[src/rtl/div_unit_pkg.sv]
// Shared execute-stage defines: HI/LO op codes, divider state encodings
// and the control-side handshake constants.
package div_unit_pkg;

  localparam logic [5:0] OP_MFHI  = 6'h10;
  localparam logic [5:0] OP_MTHI  = 6'h11;
  localparam logic [5:0] OP_MULT  = 6'h18;
  localparam logic [5:0] OP_MULTU = 6'h19;
  localparam logic [5:0] OP_DIV   = 6'h1A;
  localparam logic [5:0] OP_DIVU  = 6'h1B;

  typedef enum logic [1:0] {
    DIV_IDLE   = 2'b00,
    DIV_BYZERO = 2'b01,
    DIV_ON     = 2'b10,
    DIV_END    = 2'b11
  } div_state_t;

  localparam logic DIV_READY     = 1'b1;
  localparam logic DIV_NOT_READY = 1'b0;
  localparam logic DIV_START     = 1'b1;
  localparam logic DIV_STOP      = 1'b0;

endpackage

[src/rtl/div_unit.sv]
// Radix-2 restoring divider for DIV/DIVU; one quotient bit per cycle,
// result delivered as {remainder, quotient} for the HI/LO write path.
module div_unit
  import div_unit_pkg::*;
#(
  parameter int unsigned DATA_W = 32,
  parameter int unsigned CNT_W  = 6
) (
  input  logic                  clk,
  input  logic                  rst,
  input  logic                  start_i,
  input  logic                  signed_i,
  input  logic                  annul_i,
  input  logic [DATA_W-1:0]     opa_i,
  input  logic [DATA_W-1:0]     opb_i,
  output logic [2*DATA_W-1:0]   result_o,
  output logic                  ready_o,
  output logic                  busy_o
);

  div_state_t        state;
  logic [CNT_W-1:0]  cnt;
  logic [DATA_W-1:0] dvd;
  logic [DATA_W-1:0] dsr;
  logic [DATA_W-1:0] rem;
  logic              sgn;
  logic              sign_a;
  logic              sign_b;

  logic [DATA_W-1:0] mag_a;
  logic [DATA_W-1:0] mag_b;
  logic [DATA_W:0]   shifted;
  logic [DATA_W:0]   diff;
  logic              ge;
  logic [DATA_W-1:0] rem_nxt;
  logic [DATA_W-1:0] quo_nxt;
  logic [DATA_W-1:0] rem_fix;
  logic [DATA_W-1:0] quo_fix;

  // Operand magnitudes, one trial-subtract step, and final sign fix-up
  always_comb begin
    mag_a   = (signed_i && opa_i[DATA_W-1]) ? -opa_i : opa_i;
    mag_b   = (signed_i && opb_i[DATA_W-1]) ? -opb_i : opb_i;
    shifted = {rem, dvd[DATA_W-1]};
    diff    = shifted - {1'b0, dsr};
    ge      = ~diff[DATA_W];
    rem_nxt = ge ? diff[DATA_W-1:0] : shifted[DATA_W-1:0];
    quo_nxt = {dvd[DATA_W-2:0], ge};
    quo_fix = (sgn && (sign_a ^ sign_b)) ? -quo_nxt : quo_nxt;
    rem_fix = (sgn && sign_a) ? -rem_nxt : rem_nxt;
  end

  always_ff @(posedge clk or posedge rst) begin
    if (rst) begin
      state    <= DIV_IDLE;
      cnt      <= '0;
      dvd      <= '0;
      dsr      <= '0;
      rem      <= '0;
      sgn      <= 1'b0;
      sign_a   <= 1'b0;
      sign_b   <= 1'b0;
      result_o <= '0;
      ready_o  <= DIV_NOT_READY;
    end else begin
      case (state)
        DIV_IDLE: begin
          if (start_i == DIV_START && !annul_i) begin
            if (opb_i == '0) begin
              state <= DIV_BYZERO;
            end else begin
              state  <= DIV_ON;
              dvd    <= mag_a;
              dsr    <= mag_b;
              rem    <= '0;
              cnt    <= '0;
              sgn    <= signed_i;
              sign_a <= opa_i[DATA_W-1];
              sign_b <= opb_i[DATA_W-1];
            end
          end
        end
        // Zero divisor completes with a zero result instead of trapping
        DIV_BYZERO: begin
          if (annul_i) begin
            state <= DIV_IDLE;
          end else begin
            state    <= DIV_END;
            result_o <= '0;
            ready_o  <= DIV_READY;
          end
        end
        DIV_ON: begin
          if (annul_i) begin
            state <= DIV_IDLE;
          end else begin
            rem <= rem_nxt;
            dvd <= quo_nxt;
            cnt <= cnt + CNT_W'(1);
            if (cnt == CNT_W'(DATA_W - 1)) begin
              state    <= DIV_END;
              result_o <= {rem_fix, quo_fix};
              ready_o  <= DIV_READY;
            end
          end
        end
        DIV_END: begin
          if (start_i == DIV_STOP) begin
            state    <= DIV_IDLE;
            result_o <= '0;
            ready_o  <= DIV_NOT_READY;
          end
        end
        default: state <= DIV_IDLE;
      endcase
    end
  end

  assign busy_o = (state == DIV_BYZERO) || (state == DIV_ON);

endmodule

[config.mk]
export PLATFORM = sky130hd
export DESIGN_NAME = div_unit
export DESIGN_NICKNAME = d
export VERILOG_FILES = /design/src/rtl/div_unit_pkg.sv /design/src/rtl/div_unit.sv
export SDC_FILE = /design/constraint.sdc
export NUM_CORES = 1
export LEC_CHECK = 0
export BUFFER_PORTS_ARGS = -buffer_cell sky130_fd_sc_hd__buf_2
export CORE_MARGIN = 5
export CORE_UTILIZATION = 35
export CTS_BUF_LIST = sky130_fd_sc_hd__clkbuf_2
export DETAILED_ROUTE_END_ITERATION = 10
export GPL_TIMING_DRIVEN = 0
export PLACE_DENSITY = 0.58
export REMOVE_ABC_BUFFERS = 1
export SYNTH_ARGS = -nofsm -noshare
export SYNTH_HDL_FRONTEND = slang
export SYNTH_SLANG_ARGS = --single-unit
[constraint.sdc]
create_clock -name clk -period 6.8 [get_ports clk]
set_input_delay 1.02 -clock clk [delete_from_list [all_inputs] [get_ports clk]]
set_output_delay 1.02 -clock clk [all_outputs]
set_load 0.005 [all_outputs]
==> results of run 1 <==
## cell usage after synthesis (8+ instances only)
| cell type | instances |
|---|---|
| o31ai_1 | 43 |
| nor2_1 | 128 |
| buf_2 | 32 |
| a21oi_1 | 125 |
| and2_1 | 8 |
| nand3_1 | 30 |
| nand2b_1 | 16 |
| xor2_1 | 59 |
| mux2_2 | 8 |
| or3_1 | 12 |
| o41ai_1 | 12 |
| o21ai_0 | 178 |
| a31oi_1 | 15 |
| nor4_1 | 11 |
| ha_1 | 42 |
| a21o_1 | 12 |
| clkbuf_1 | 44 |
| mux2i_1 | 16 |
| o21ai_1 | 12 |
| nand4_1 | 16 |
| a211oi_1 | 17 |
| inv_1 | 58 |
| xnor2_1 | 78 |
| nor3_1 | 40 |
| and3_1 | 11 |
| nand2_1 | 253 |
| dfrtp_1 | 172 |
## power by group through the flow
stage / clock network (mW) / registers, mW / logic, mW
5_1_grt: 0.650 / 1.83 / 6.46
2_1_floorplan: 0 / 1.69 / 4.23
3_3_place_gp: 0 / 1.79 / 5.69
4_1_cts: 0.606 / 1.77 / 5.82
6_report: 0.587 / 1.77 / 5.84
3_5_place_dp: 0 / 1.79 / 5.78
## flip-flops by register name, summed over array words and instances (netlist names)
register,count
cnt,6
dsr,32
dvd,32
ready_o,1
rem,32
result_o,64
sgn,1
sign_a,1
sign_b,1
state,2
## cell usage in the layout (no fill, tap or decap), types with 7 or more instances in the layout
cell type  Yosys  routed
nand2_1      253     253
o21ai_0      178     178
dfrtp_1      172     172
buf_2         32     134
nor2_1       128     128
a21oi_1      125     124
xnor2_1       78      78
xor2_1        59      59
inv_1         58      57
o31ai_1       43      43
ha_1          42      41
nor3_1        40      40
nand3_1       30      29
clkbuf_2       0      18
a211oi_1      17      17
nand2b_1      16      16
nand4_1       16      16
mux2i_1       16      16
a31oi_1       15      15
o21ai_1       12      12
or3_1         12      12
o41ai_1       12      12
a21o_1        12      11
and3_1        11      11
nor4_1        11      11
and2_1         8       8
mux2_2         8       8
or4_1          7       7
or2_2          7       7
o211ai_1       7       7
o21bai_1       7       7
## worst max-delay path by stage
stage | startpoint | endpoint | slack (ns) | depth (start not counted)
after floorplan | rst | cnt[0]$_DFFE_PP0P_ | 1.12 | 1
after global placement | rst | dsr[28]$_DFFE_PP0P_ | -1.30 | 2
after detailed placement | rem[8]$_DFFE_PP0P_ | result_o[52]$_DFFE_PP0P_ | 0.46 | 17
after CTS | rem[8]$_DFFE_PP0P_ | result_o[52]$_DFFE_PP0P_ | 0.37 | 17
after global routing | rem[8]$_DFFE_PP0P_ | result_o[52]$_DFFE_PP0P_ | 0.16 | 17
final | rem[8]$_DFFE_PP0P_ | result_o[52]$_DFFE_PP0P_ | 0.72 | 17
## worst max-delay path, cell delays in order (launching register included)
cell,delay [ns]
dfrtp_1,0.55
ha_1,0.45
a21oi_1,0.24
o21ai_1,0.10
a211oi_1,0.63
nor2_1,0.22
o21ai_4,0.48
nand2_8,0.35
o21ai_0,0.43
ha_1,0.34
o221ai_1,0.16
nor4_1,0.46
nand4_1,0.15
mux2i_1,0.42
a21oi_1,0.24
or3_1,0.39
a211oi_1,0.26
a21o_1,0.12
## cell families after synthesis
group / after synthesis
XOR/XNOR: 137
adder cells (fa/ha/maj): 43
AND/OR/NAND/NOR: 568
buffers and inverters: 145
flip-flops: 172
AO/OA/AOI/OAI: 487
multiplexers: 24
## metrics by stage
| stage | power [mW] | instances | hold slack, ns |
|---|---|---|---|
| final | 8.20 | 2126 | 0.211 |
| after detailed placement | 7.58 | 2093 | 0.465 |
| after global placement | 7.48 | 2085 | 0.457 |
| after global routing | 8.94 | 2126 | 0.154 |
| after CTS | 8.19 | 2125 | 0.162 |
| after floorplan | 5.92 | 1490 | 0.457 |
## layer usage
metal / track usage, % / part of all wire [%]
met5: 0 / 0.035
met2: 31.7 / 49
met1: 25.1 / 46
met3: 3.09 / 4.0
met4: 4.08 / 1.5
## final cells by class
| type | count | area (µm²) | share of cell area, % |
|---|---|---|---|
| Timing Repair Buffer | 142 | 805 | 5.81 |
| Clock buffer | 18 | 90.1 | 0.650 |
| Tap cell | 461 | 577 | 4.16 |
| Clock inverter | 14 | 158 | 1.14 |
| Inverter | 59 | 229 | 1.65 |
| Sequential cell | 172 | 4300 | 31.1 |
| Multi-Input combinational cell | 1259 | 7690 | 55.5 |
| Antenna cell | 1 | 2.50 | 0.0181 |
## repair_timing
item / 4_1_cts / 5_1_grt
hold buffers: 0 / 0
gates resized for setup: 0 / 2
setup endpoints to repair: 0 / 3
==> metrics.txt, run 1 <==
Most used DFF post-synth dfrtp_1; Die ar. 39800 µm²; DRT antenna net count 0; Nets 1763; initial antenna violation count 2; clk_lat worst skew 0.80 ns; CTS Buf Count 17; Final Cycle Share 89.4%; Area Growth Syn to Fin 10.3%; Synth area leaders dfrtp_1, nand2_1, o21ai_0, xnor2_1, a21oi_1; R2R cell count 17; final WL 37400 µm; initial core utilization 35.4%; Net Sw Power 4.54 mW; H-tree levels 4; Mapped Avg Cell Area 7.97 µm²; worst setup margin 0.724 ns; upper clock frequency limit 0.165 GHz; total grt overflow 0; Hold Crit Class primary input to asynchronous set/reset pin; post-synthesis sequential area ratio 34.3%; DIE WIDTH 199 µm; slew margin rel. 16.1%; sequential power share 21.6%; clk root buf clkbuf_2; outcome complete, no violations; unrepaired setup endpoints after global routing no; Internal Power 3.66 mW; Max Cap Viol 0; Finished Cell Area 13900 µm²; largest family of logic cells by synthesized area compound AO/OA/AOI/OAI gates; EDFF count, synth 0; worst setup path class flop to flop; global-route wire length before repair 59700 µm; Netlist cell types 84; WP data required 7.54 ns; Combinational Power Share 71.2%; CTS tree built; initial DRC count 658; Yosys warning count 0; Clock Power Share 7.2%; synthesized cell area 12600 µm²; Setup Slack @ Placement 0.457 ns; row count 69; total iterations of the first detailed-routing run 5; Sw Ratio 55.4%; Max IR drop VDD 0.384 mV; Compound-Gate Fraction of Synth Area 24.2%; fin crit period 6.08 ns; largest net degree at the start of global routing 111; vias per cell 5.45; Leakage 6.07 nW; clk sinks 172; final-report hold violation count 0; final setup fails 0; PwrDens 592 nW/µm²; slew of the pin with the lowest slew margin 1.26 ns; critical path arrival 6.81 ns; Post-Synth Simple-Gate Area 20.7%; DP Area 13600 µm²; crit end category flop; share of layout cells above drive strength 1 13.5%; routability cong. 0.877; Clock Skew 0.0508 ns; Die H 199 µm; Slew Limit Fails 0; post-synthesis mux area share 1.99%; Core Region 35500 µm²; # DRC 0; Fin Setup TNS 0 ns; Synth area leader dfrtp_1; Util after Layout 39.0%; xor and xnor area share after synthesis 9.55%; reg2reg end result_o[52]$_DFFE_PP0P_; Post CTS Setup Buffer Count 0; Async S/R FF share, synth 100%; routed wire length per instance 17.6 µm; IO Port Bufs 134; crit start category flop; Ports 135; DP Wirelength 28000 µm; Tot GR Track Use 18.6%; FF-to-FF setup slack 0.72 ns; Synth Area in Adders 4.34%; vias in the first global route 11202; Gate Count Post-Synth 1576; Max clock buf depth 2; Clock transition at path regs 0.30 ns; Synth top area share 34.3%; FF+latch count, synth 172; CP Max Fanout 50; via count 11578; Fill cells 3730; worst r2r src rem[8]$_DFFE_PP0P_
(Power assumes the default switching activity.)
==> run 2: changes to the inputs <==
--- a/config.mk
+++ b/config.mk
@@ -5,12 +5,13 @@
 export SDC_FILE = /design/constraint.sdc
 export NUM_CORES = 1
 export LEC_CHECK = 0
+export ABC_CLOCK_PERIOD_IN_PS = 6800
 export BUFFER_PORTS_ARGS = -buffer_cell sky130_fd_sc_hd__buf_2
 export CORE_MARGIN = 5
 export CORE_UTILIZATION = 35
 export CTS_BUF_LIST = sky130_fd_sc_hd__clkbuf_2
+export CTS_CLUSTER_DIAMETER = 50
 export DETAILED_ROUTE_END_ITERATION = 10
-export GPL_TIMING_DRIVEN = 0
 export PLACE_DENSITY = 0.58
 export REMOVE_ABC_BUFFERS = 1
 export SYNTH_ARGS = -nofsm -noshare
==> metrics.txt, run 2 (same netlist as run 1, synthesis figures left out) <==
outcome complete, no violations (unchanged); Tot GR Track Use 19.6% (was 18.6%); Clock transition at path regs 0.31 ns (was 0.30 ns); PwrDens 601 nW/µm² (was 592 nW/µm²); unrepaired setup endpoints after global routing no (unchanged); Max Cap Viol 0 (unchanged); global-route wire length before repair 62300 µm (was 59700 µm); Reg with most FFs result_o (unchanged); Post CTS Setup Buffer Count 0 (unchanged); IO Port Bufs 134 (unchanged); upper clock frequency limit 0.177 GHz (was 0.165 GHz); WP data required 7.55 ns (was 7.54 ns); clk sinks 172 (unchanged); Finished Cell Area 13800 µm² (was 13900 µm²); crit end category flop (unchanged); DRT antenna net count 0 (unchanged); row count 69 (unchanged); DIE WIDTH 199 µm (unchanged); Hold Crit Class primary input to asynchronous set/reset pin (unchanged); largest net degree at the start of global routing 80 (was 111); CTS tree built (unchanged); post_cts resized 0 (unchanged); routability cong. 0.884 (was 0.877); R2R cell count 17 (unchanged); Slew Limit Fails 0 (unchanged); commonest non-fill, non-tap cell in the layout nand2_1 (unchanged); most frequent cells in the layout nand2_1, o21ai_0, dfrtp_1, buf_2, nor2_1 (unchanged); clk root buf clkbuf_2 (unchanged); cell total after placement 2098 (was 2093); H-tree levels 4 (unchanged); worst hold slack 0.226 ns (was 0.211 ns); vias in the first global route 11178 (was 11202); max reg flops 64 (unchanged); final-report hold violation count 0 (unchanged); via count 11684 (was 11578); final WL 39200 µm (was 37400 µm); share of layout cells above drive strength 1 13.7% (was 13.5%); DP Area 13500 µm² (was 13600 µm²); crit start category flop (unchanged); CTS Buf Count 17 (unchanged); fin crit period 5.64 ns (was 6.08 ns); Final Cycle Share 82.9% (was 89.4%); DP Wirelength 29500 µm (was 28000 µm); Fin Setup TNS 0 ns (unchanged); Hold-fix buffers, CTS 0 (unchanged); worst setup path class flop to flop (unchanged); Ports 135 (unchanged); Die H 199 µm (unchanged); Max IR drop VDD 0.416 mV (was 0.384 mV); routed wire length per instance 18.4 µm (was 17.6 µm); Die ar. 39800 µm² (unchanged); total grt overflow 0 (unchanged); slew margin rel. 34.3% (was 16.1%); critical path arrival 6.39 ns (was 6.81 ns); Clock Skew 0.0517 ns (was 0.0508 ns); vias per cell 5.49 (was 5.45); Max clock buf depth 2 (unchanged); initial antenna violation count 2 (unchanged); Leakage 6.05 nW (was 6.07 nW); total iterations of the first detailed-routing run 5 (unchanged); Fill cells 3672 (was 3730); Util after Layout 38.8% (was 39.0%); CP Max Fanout 24 (was 50); initial DRC count 793 (was 658); final setup fails 0 (unchanged); Core Region 35500 µm² (unchanged); Area Growth Syn to Fin 9.52% (was 10.3%); clk_lat worst skew 0.80 ns (about the same); # DRC 0 (unchanged); Non-Filler Instances 2130 (was 2126); initial core utilization 35.4% (unchanged); slew of the pin with the lowest slew margin 0.985 ns (was 1.26 ns); Nets 1768 (was 1763)
## run 2: changes by cell type in the layout (fill, tap and decap cells not counted), sizes merged
cell / delta
buf: +5
inv: +1
clkbuf: -1
clkinv: +1
clkinvlp: -2
## run 2: layer usage
layer	GRT usage, %	share of wire, %	routed length [µm]	up-vias
li1	-	-	-	5738
met1	26.9	46	17800	5618
met2	33.2	49	19100	287
met3	2.92	4.3	1690	39
met4	3.55	1.3	496	2
met5	0	0.033	13	-
## run 2: where the power goes
part | switching [mW] | internal [mW] | total, mW
logic | 3.81 | 2.12 | 5.93
registers | 0.366 | 1.40 | 1.77
clock network | 0.422 | 0.143 | 0.565
## run 2: metrics by stage
step                total power, mW  worst slack, ns
global route                   8.99            0.613
floorplan                      5.92             1.12
global placement               7.65             1.48
detailed placement             7.66             1.25
CTS                            8.26             1.20
finish                         8.26             1.16
## run 2: layout make-up
type                    instances  area, µm²  share of cell area (%)
multi-input cells            1259       7660                    55.7
flip-flops and latches        172       4300                    31.3
repair buffers                147        768                    5.58
well taps                     461        577                    4.19
inverters                      59        226                    1.65
clock inverters                14        135                   0.982
clock buffers                  17       85.1                   0.619
diodes                          1       2.50                  0.0182
## run 2: path summary, 6_finish.rpt
path / endpoint / slack, ns / start
worst max-delay path: result_o[52]$_DFFE_PP0P_ / 1.16 / rem[8]$_DFFE_PP0P_
min in group clk: dsr[21]$_DFFE_PP0P_ / 0.48 / opb_i[21]
max in group asynchronous: result_o[32]$_DFFE_PP0P_ / 5.28 / rst
worst min register to register: result_o[32]$_DFFE_PP0P_ / 0.51 / result_o[32]$_DFFE_PP0P_
worst max register to register: result_o[52]$_DFFE_PP0P_ / 1.16 / rem[8]$_DFFE_PP0P_
worst min-delay path: dvd[9]$_DFFE_PP0P_ / 0.23 / rst
## run 2: worst max-delay path: stages, from the launching register on
cell and delay [ns]:
dfrtp_1 0.54, ha_1 0.44, a21oi_1 0.25, o21ai_1 0.11
a211oi_1 0.51, nor2_1 0.16, o21ai_2 0.44, nand2_4 0.31
o21ai_0 0.39, ha_1 0.33, o221ai_1 0.16, nor4_1 0.47
nand4_1 0.15, mux2i_1 0.37, a21oi_1 0.22, or3_1 0.41
a211oi_1 0.26, a21o_1 0.12
==> run 3: changes to the inputs <==
--- a/config.mk
+++ b/config.mk
@@ -5,14 +5,15 @@
 export SDC_FILE = /design/constraint.sdc
 export NUM_CORES = 1
 export LEC_CHECK = 0
-export ABC_CLOCK_PERIOD_IN_PS = 6800
+export ABC_AREA = 1
+export ABC_CLOCK_PERIOD_IN_PS = 4960
 export BUFFER_PORTS_ARGS = -buffer_cell sky130_fd_sc_hd__buf_2
 export CORE_MARGIN = 5
 export CORE_UTILIZATION = 35
 export CTS_BUF_LIST = sky130_fd_sc_hd__clkbuf_2
 export CTS_CLUSTER_DIAMETER = 50
 export DETAILED_ROUTE_END_ITERATION = 10
-export PLACE_DENSITY = 0.58
+export PLACE_DENSITY = 0.6
 export REMOVE_ABC_BUFFERS = 1
 export SYNTH_ARGS = -nofsm -noshare
 export SYNTH_HDL_FRONTEND = slang
==> constraint.sdc (replaced) <==
create_clock -name clk -period 4.96 [get_ports clk]
set_input_delay 0.744 -clock clk [delete_from_list [all_inputs] [get_ports clk]]
set_output_delay 0.744 -clock clk [all_outputs]
set_load 0.005 [all_outputs]
==> metrics.txt, run 3 <==
EDFF count, synth 0 (unchanged); Slew Limit Fails 0 (unchanged); Yosys warning count 0 (unchanged); Commonest cells post-synth nand2_1, inv_1, nor2_1 (was nand2_1, o21ai_0, dfrtp_1); Core Region 37700 µm² (was 35500 µm²); Synth top area share 32.3% (was 34.3%); via count 13471 (was 11684); initial core utilization 35.4% (about the same); Die H 205 µm (was 199 µm); total grt overflow 0 (unchanged); clk_lat worst skew 0.81 ns (was 0.80 ns); Most used DFF post-synth dfrtp_1 (unchanged); WP data required 5.70 ns (was 7.55 ns); final setup fails 0 (unchanged); outcome complete, no violations (unchanged); synthesized cell area 13300 µm² (was 12600 µm²); clk sinks 172 (unchanged); upper clock frequency limit 0.236 GHz (was 0.177 GHz); CTS Buf Count 17 (unchanged); Critical-path top delay cell dfrtp_1 (unchanged); Max clock buf depth 2 (unchanged); most frequent cells in the layout nand2_1, inv_1, nor2_1, dfrtp_1, buf_2 (was nand2_1, o21ai_0, dfrtp_1, buf_2, nor2_1); routed wire length per instance 15.8 µm (was 18.4 µm); Nets 2306 (was 1768); row count 71 (was 69); Gate Count Post-Synth 2082 (was 1576); commonest non-fill, non-tap cell in the layout nand2_1 (unchanged); critical path depth in cells 27 (was 17); CP Max Fanout 15 (was 24); most numerous cell in the Yosys netlist nand2_1 (unchanged); worst hold slack 0.143 ns (was 0.226 ns); Setup Slack @ Placement 0.815 ns (was 1.25 ns); max reg flops 64 (unchanged); Synth area leaders dfrtp_1, nand2_1, inv_1, nor2_1, nand3_1 (was dfrtp_1, nand2_1, o21ai_0, xnor2_1, a21oi_1); FF-to-FF setup slack 0.73 ns (was 1.16 ns); crit start category flop (unchanged); Reg with most FFs result_o (unchanged); Fill cells 4122 (was 3672); unrepaired setup endpoints after global routing no (unchanged); post-synthesis sequential area ratio 32.3% (was 34.3%); R2R cell count 27 (was 17); Mapped Avg Cell Area 6.41 µm² (was 7.97 µm²); DP Area 14500 µm² (was 13500 µm²); H-tree levels 4 (unchanged); Max Cap Viol 0 (unchanged); reg2reg end result_o[26]$_DFFE_PP0P_ (was result_o[52]$_DFFE_PP0P_); final WL 43000 µm (was 39200 µm); Clock Skew 0.0417 ns (was 0.0517 ns); IO Port Bufs 134 (unchanged); FF+latch count, synth 172 (unchanged); cell total after placement 2685 (was 2098); Non-Filler Instances 2719 (was 2130); Die ar. 42100 µm² (was 39800 µm²); Clock transition at path regs 0.32 ns (was 0.31 ns); DRT antenna net count 0 (unchanged); Buf/Inv on CP 2 (was 0); Post CTS Setup Buffer Count 0 (unchanged); final-report hold violation count 0 (unchanged); CP startpoint dvd[31]$_DFFE_PP0P_ (was rem[8]$_DFFE_PP0P_); total iterations of the first detailed-routing run 7 (was 5); Synth area leader dfrtp_1 (unchanged); Final Cycle Share 85.4% (was 82.9%); clk root buf clkbuf_2 (unchanged); post_cts resized 0 (unchanged); Tot GR Track Use 20.7% (was 19.6%); critical path arrival 4.98 ns (was 6.39 ns); # DRC 0 (unchanged); Async S/R FF share, synth 100% (unchanged); slew margin rel. 32.7% (was 34.3%); fin crit period 4.23 ns (was 5.64 ns); crit end category flop (unchanged); crit-path leading delay family simple AND/OR/NAND/NOR gates (was compound AO/OA/AOI/OAI gates); slew of the pin with the lowest slew margin 1.01 ns (was 0.985 ns); largest net degree at the start of global routing 102 (was 80); worst r2r src dvd[31]$_DFFE_PP0P_ (was rem[8]$_DFFE_PP0P_); global-route wire length before repair 69700 µm (was 62300 µm); worst setup margin 0.725 ns (was 1.16 ns); routability cong. 0.874 (was 0.884); Finished Cell Area 14800 µm² (was 13800 µm²); Hold Crit Class primary input to flop (was primary input to asynchronous set/reset pin); initial DRC count 857 (was 793); slowest stage delay, CP 0.42 ns (was 0.54 ns); share of layout cells above drive strength 1 10.9% (was 13.7%); vias per cell 4.95 (was 5.49); worst setup path class flop to flop (unchanged); initial antenna violation count 1 (was 2); Netlist cell types 46 (was 84); Area Growth Syn to Fin 10.8% (was 9.52%); crit path to result_o[26]$_DFFE_PP0P_ (was result_o[52]$_DFFE_PP0P_); Ports 135 (unchanged); vias in the first global route 13337 (was 11178); DP Wirelength 33500 µm (was 29500 µm); DIE WIDTH 205 µm (was 199 µm); CTS tree built (unchanged)
run 3: changes by cell type after synthesis, sizes merged, moves of 23 or more:
cell	before	now
buf	42	19
nand2	254	756
a21oi	128	56
o22ai	3	30
o21ai	193	124
nand3	32	128
o31ai	44	8
inv	59	301
xnor2	78	12
nor2	128	209
run 3: worst reg2reg max path: stages, from the launching register on:
cell and delay [ns]:
dfrtp_1 0.42, inv_1 0.06, ha_1 0.22, fa_1 0.41, inv_1 0.11, nand2_1 0.05
nand2_1 0.07, nand3_1 0.08, nand2_2 0.13, nand2_2 0.07, nand2_2 0.08, nand2_4 0.08
nand2_4 0.09, nand2_4 0.13, nand2_8 0.09, ha_1 0.19, nand3_1 0.11, nand3b_1 0.20
nor3_1 0.19, nand3_1 0.13, nor2_1 0.21, nand3_1 0.16, nand2_1 0.11, nand2_1 0.10
a21oi_1 0.24, o21ai_0 0.16, and2_1 0.17, o21ai_0 0.14
run 3: stage by stage:
step	setup TNS (ns)	utilization (%)
final	0	39.3
after global routing	0	39.3
after CTS	0	39.3
after detailed placement	0	38.5
after global placement	0	38.5
after floorplan	-76.39	-
run 3: final cells by class:
type                       instances  area (µm²)  area share, %
multi-input combinational       1548        7630           51.6
sequential                       172        4300           29.1
inverter                         304        1150           7.75
timing repair buffer             151         813           5.50
tap                              511         639           4.32
clock inverter                    15         171           1.16
clock buffer                      17        85.1          0.575
antenna                            1        2.50         0.0169
run 3: timing repair:
item / CTS / global route
endpoints found under the hold margin: 60 / 0
hold buffers: 1 / 0
endpoints found under the setup margin: 0 / 0
run 3: logic make-up (layout without fill, tap and decap cells):
logic type | count (synthesis) | count (layout) | synth area share [%]
simple gates | 1163 | 1163 | 36.4
buf+inv | 362 | 487 | 10.7
compound gates | 274 | 274 | 12.1
flops | 172 | 172 | 32.3
xor+xnor | 68 | 68 | 4.46
fa+ha+maj | 43 | 43 | 4.09
other cells | 0 | 1 | 0
run 3: worst min-delay path by stage:
stage / start / to / cells past startpoint
after floorplan: dsr[10]$_DFFE_PP0P_ / dsr[10]$_DFFE_PP0P_ / 2
after global placement: result_o[55]$_DFFE_PP0P_ / result_o[55]$_DFFE_PP0P_ / 2
after detailed placement: result_o[58]$_DFFE_PP0P_ / result_o[58]$_DFFE_PP0P_ / 2
after CTS: opa_i[31] / sign_a$_DFFE_PP0P_ / 3
after global routing: opa_i[31] / sign_a$_DFFE_PP0P_ / 3
final: opa_i[31] / sign_a$_DFFE_PP0P_ / 3
run 3: metal layers:
| layer | global-route usage [%] | part of all wire, % |
|---|---|---|
| met1 | 26.6 | 44 |
| met2 | 36.6 | 49 |
| met3 | 2.70 | 4.4 |
| met4 | 5.65 | 2.5 |
| met5 | 0 | 0 |
Power of run 3 is left out: the tool's default activity adds up to more than one toggle a clock period on the data nets, which glitch-free logic cannot reach.
